$ cat src/rtl/cpu_pkg.sv
// Shared pipeline definitions: datapath/register widths, register-index type, reset values.
package cpu_pkg;

    localparam int DATA_W = 8;
    localparam int ADDR_W = 3;

    typedef logic [ADDR_W-1:0] reg_idx_t;
    typedef logic [DATA_W-1:0] data_t;

    localparam reg_idx_t REG_RST  = '0;
    localparam data_t    DATA_RST = '0;

endpackage

$ cat src/rtl/operand_forward.sv
// Read-after-write bypass for one ID-stage operand: WB value wins over register file data.
module operand_forward #(
    parameter int DATA_W = cpu_pkg::DATA_W,
    parameter int ADDR_W = cpu_pkg::ADDR_W
) (
    input  logic              wb_write,
    input  logic [ADDR_W-1:0] wb_reg,
    input  logic [DATA_W-1:0] wb_data,
    input  logic [ADDR_W-1:0] read_reg,
    input  logic [DATA_W-1:0] read_data,
    output logic [DATA_W-1:0] fwd_data,
    output logic              fwd_hit
);

    always_comb begin
        fwd_hit  = wb_write && (wb_reg == read_reg);
        fwd_data = fwd_hit ? wb_data : read_data;
    end

endmodule

$ cat src/rtl/writeback_forward_unit.sv
// Write-back stage: EX->WB register, register file write port, operand forwarding
// and a saturating count of retired register writes.
module writeback_forward_unit #(
    parameter int DATA_W = cpu_pkg::DATA_W,
    parameter int ADDR_W = cpu_pkg::ADDR_W,
    parameter int CNT_W  = 8
) (
    input  logic              clk,
    input  logic              reset,
    input  logic              ex_valid,
    input  logic              ex_regwrite,
    input  logic [ADDR_W-1:0] ex_write_reg,
    input  logic [DATA_W-1:0] ex_result,
    input  logic              stall,
    input  logic              flush,
    input  logic [ADDR_W-1:0] id_read_reg_1,
    input  logic [ADDR_W-1:0] id_read_reg_2,
    input  logic [DATA_W-1:0] rf_read_data_1,
    input  logic [DATA_W-1:0] rf_read_data_2,
    output logic [ADDR_W-1:0] rf_write_reg,
    output logic [DATA_W-1:0] rf_write_data,
    output logic              rf_regwrite,
    output logic [DATA_W-1:0] fwd_data_1,
    output logic [DATA_W-1:0] fwd_data_2,
    output logic              fwd_hit_1,
    output logic              fwd_hit_2,
    output logic [CNT_W-1:0]  wb_count
);

    logic              wb_valid;
    logic              wb_regwrite;
    logic [ADDR_W-1:0] wb_reg;
    logic [DATA_W-1:0] wb_data;
    logic [CNT_W-1:0]  count_q;

    // Flush only kills wb_valid; the stale payload is harmless once invalid.
    always_ff @(posedge clk or negedge reset) begin
        if (!reset) begin
            wb_valid    <= 1'b0;
            wb_regwrite <= 1'b0;
            wb_reg      <= ADDR_W'(cpu_pkg::REG_RST);
            wb_data     <= DATA_W'(cpu_pkg::DATA_RST);
        end else if (flush) begin
            wb_valid    <= 1'b0;
        end else if (!stall) begin
            wb_valid    <= ex_valid;
            wb_regwrite <= ex_regwrite;
            wb_reg      <= ex_write_reg;
            wb_data     <= ex_result;
        end
    end

    // A stalled write is repeated on the port but retired only once.
    always_ff @(posedge clk or negedge reset) begin
        if (!reset) begin
            count_q <= '0;
        end else if (rf_regwrite && !stall && (count_q != '1)) begin
            count_q <= count_q + 1'b1;
        end
    end

    always_comb begin
        rf_regwrite   = wb_valid && wb_regwrite;
        rf_write_reg  = wb_reg;
        rf_write_data = wb_data;
        wb_count      = count_q;
    end

    operand_forward #(
        .DATA_W(DATA_W),
        .ADDR_W(ADDR_W)
    ) u_fwd_1 (
        .wb_write (rf_regwrite),
        .wb_reg   (wb_reg),
        .wb_data  (wb_data),
        .read_reg (id_read_reg_1),
        .read_data(rf_read_data_1),
        .fwd_data (fwd_data_1),
        .fwd_hit  (fwd_hit_1)
    );

    operand_forward #(
        .DATA_W(DATA_W),
        .ADDR_W(ADDR_W)
    ) u_fwd_2 (
        .wb_write (rf_regwrite),
        .wb_reg   (wb_reg),
        .wb_data  (wb_data),
        .read_reg (id_read_reg_2),
        .read_data(rf_read_data_2),
        .fwd_data (fwd_data_2),
        .fwd_hit  (fwd_hit_2)
    );

endmodule

$ cat config.mk
export PLATFORM = sky130hd
export DESIGN_NAME = writeback_forward_unit
export DESIGN_NICKNAME = d
export VERILOG_FILES = /design/src/rtl/cpu_pkg.sv /design/src/rtl/operand_forward.sv /design/src/rtl/writeback_forward_unit.sv
export SDC_FILE = /design/constraint.sdc
export NUM_CORES = 1
export LEC_CHECK = 0
export ABC_AREA = 0
export ABC_CLOCK_PERIOD_IN_PS = 4100
export BUFFER_PORTS_ARGS = -buffer_cell sky130_fd_sc_hd__clkbuf_2
export CAP_MARGIN = 20
export CORE_UTILIZATION = 35
export DETAILED_ROUTE_END_ITERATION = 10
export GPL_ROUTABILITY_DRIVEN = 0
export PLACE_DENSITY = 0.73
export SYNTH_ARGS = -nofsm -noshare
export SYNTH_HDL_FRONTEND = slang
export SYNTH_SLANG_ARGS = --single-unit
$ cat constraint.sdc
create_clock -name clk -period 4.1 [get_ports clk]
set_input_delay 0.205 -clock clk [delete_from_list [all_inputs] [get_ports clk]]
set_output_delay 0.205 -clock clk [all_outputs]
set_load 0.005 [all_outputs]
==> impl_metrics.toml <==
[timing]
fin_setup_tns_ps = 0
fin_crit_sh = 0.545
skew_ps = 5.77
rsz0062_at_grt = "no"
finalSetupViolCount = 0
period_needed_ps = 2230
finalHoldViolCount = 0
drv_slew = 0
fin_hold_ws_ps = 64.8
relSlewSlack = 0.378
worst_slew_pin_slew_ps = 930
clock.fmax_mhz = 448
finalWorstSetupSlack_ps = 1870

[detailed_routing]
detail_route.wirelength_um = 2810
antenna_left = 0
drc_errors = 0
drt_first_pass_iters = 4
vias_per_cell = 4.74
drtIter0Drc = 26
wl_per_cell_um = 13.0
vias = 1028

[min_path]
holdPathStages = 2
min_to = "wb_valid"
holdCritPathClass = "input pin to register"
hp-start = "flush"

[global_route]
grt_util_met3 = 0.0306
met2_usage = 0.318
grt_max_degree = 22
grt_most_used_layer = "met2"
globalRouteOverflowTotal = 0
antenna_found_initial = 0
grt_use_total = 0.153
use_met1 = 0.144
grt_pass1_wl_um = 3960
grt_pass1_vias = 942

[setup_path]
arrival_ps = 2030
crit_required_ps = 3890
ff2ff_path_depth = 5
cp-start-kind = "register"
rrSetupSlack_ps = 2270
r2r_start = "wb_count[0]"
timing.critical_path.fanout_max = 9
critPathKind = "register to output pin"
end_kind = "output pin"
r2r_end = "wb_count[6]"

[placement]
place_ws_ps = 2170
io_buffers = 76
hpwl_um = 2370

[synth]
yosysWarnings = 0
synth_most_common_cell = "mux2_2"
synth_area_um2 = 1160
async_flop_share = 1.00
synthFlopType = "dfrtp_1"
synth_area_leaders = "dfrtp_1 45%, mux2_2 30%, xor2_1 4.5%"
synth_cell_types = 22
netlist.area_leader.share = 0.454
synth_common_cells = "31 x mux2_2, 21 x dfrtp_1, 6 x nand3_1, 6 x xor2_1, 4 x nand2_1"
synth_edf_count = 0
yosys_register_bits = 21
syn_nets = 133
syn_area_per_cell_um2 = 12.4
synth_top_area_cell = "dfrtp_1"
seq_area_frac_synth = 0.454
synth_cells = 93

[clock_tree]
root_buffer = "clkbuf_4"
cts_hold_buf = 1
insertion_delay_ps = 290
htreeDepth = 1
cts_tree = "yes"
clk_pin_slew_ps = 110
cts_sinks = 21
clockBufferDepth = 2
postCtsSetupBuffers = 0
cts_buffers = 3
cts_resized = 0

[finish]
drive_gt1_frac = 0.653
area_growth_syn_to_layout_pct = 40.3
final_nets = 214
n_antenna_cell = 0

[power]
p_per_area_nw_per_um2 = 323
p_leak_uw = 0.000808
power_uw = 524
ir_drop_v = 0.000127

[floorplan]
rows = 20
io_pins = 77
die_y_um = 59.5
initial_core_util = 0.373
dieArea_um2 = 3540
dieWidth_um = 59.5
core_area_um2 = 3100

[flow_run]
cap_violations = 0

[outcome]
status = "finished, final reports clean"
==> layout make-up <==
class	instances	area (um2)
multi-input cells	69	619
flip-flops and latches	21	526
clock buffers	4	26.3
inverters	2	7.51
repair buffers	77	390
well taps	44	55.1
fillers	296	1480
==> layout by cell type (no fill, tap or decap), drive strengths merged <==
master,netlist,final
dlygate4sd3,0,1
and3,2,2
o21ai,1,1
nor2,3,3
nor3,1,1
nand2,5,5
mux2i,1,1
nor4b,1,1
ha,1,1
a31oi,2,2
nor4,3,3
xor2,6,6
a21oi,2,2
xnor2,1,1
o21a,2,2
nand4,1,1
clkbuf,0,80
mux2,31,31
dfrtp,21,21
inv,2,2
nand3,6,6
==> per-layer routing <==
metal	vias to the layer above	part of all wire
met3	2	0.074
met5	-	0
li1	503	-
met2	46	0.53
met1	477	0.38
met4	0	0.0068
==> worst max-delay path, cell delays in order (launching register included) <==
cell	delay, ps
dfrtp_1	430
xor2_1	200
nor4_4	590
mux2_2	410
clkbuf_2	110
==> stage by stage <==
| step | area [um2] | utilization | std cells |
|---|---|---|---|
| after global routing | 1620 | 0.523 | 217 |
| final | 1620 | 0.523 | 217 |
| after detailed placement | 1590 | 0.512 | 212 |
| after global placement | 1590 | 0.512 | 212 |
| after floorplan | 1160 | - | 93 |
| after CTS | 1620 | 0.523 | 217 |
==> kinds of logic after synthesis <==
logic type | count (synthesis) | synth area share
AOI/OAI and AO/OA | 7 | 0.0367
xor gates and xnor gates | 7 | 0.0530
adders and majority gates | 1 | 0.0108
buffers and inverters | 3 | 0.0108
DFF | 21 | 0.454
muxes | 32 | 0.310
and+or+nand+nor | 22 | 0.124
==> power by group <==
part	internal [uW]	switching, uW	leakage [uW]
clock	37.7	55.3	0.0000150
sequential	241	38.0	0.000259
combinational	85.3	67.1	0.000534
==> how the worst max path moves through the flow <==
stage	cells after the start	from	endpoint
2_1_floorplan	3	rf_write_reg[2]	fwd_data_1[0]
3_3_place_gp	4	rf_write_reg[2]	fwd_data_1[5]
3_5_place_dp	4	rf_write_reg[2]	fwd_data_1[6]
4_1_cts	4	rf_write_reg[2]	fwd_data_1[6]
5_1_grt	4	rf_write_reg[0]	fwd_data_1[6]
6_report	4	rf_write_reg[2]	fwd_data_1[6]
Power figures use the tool's default switching activity.
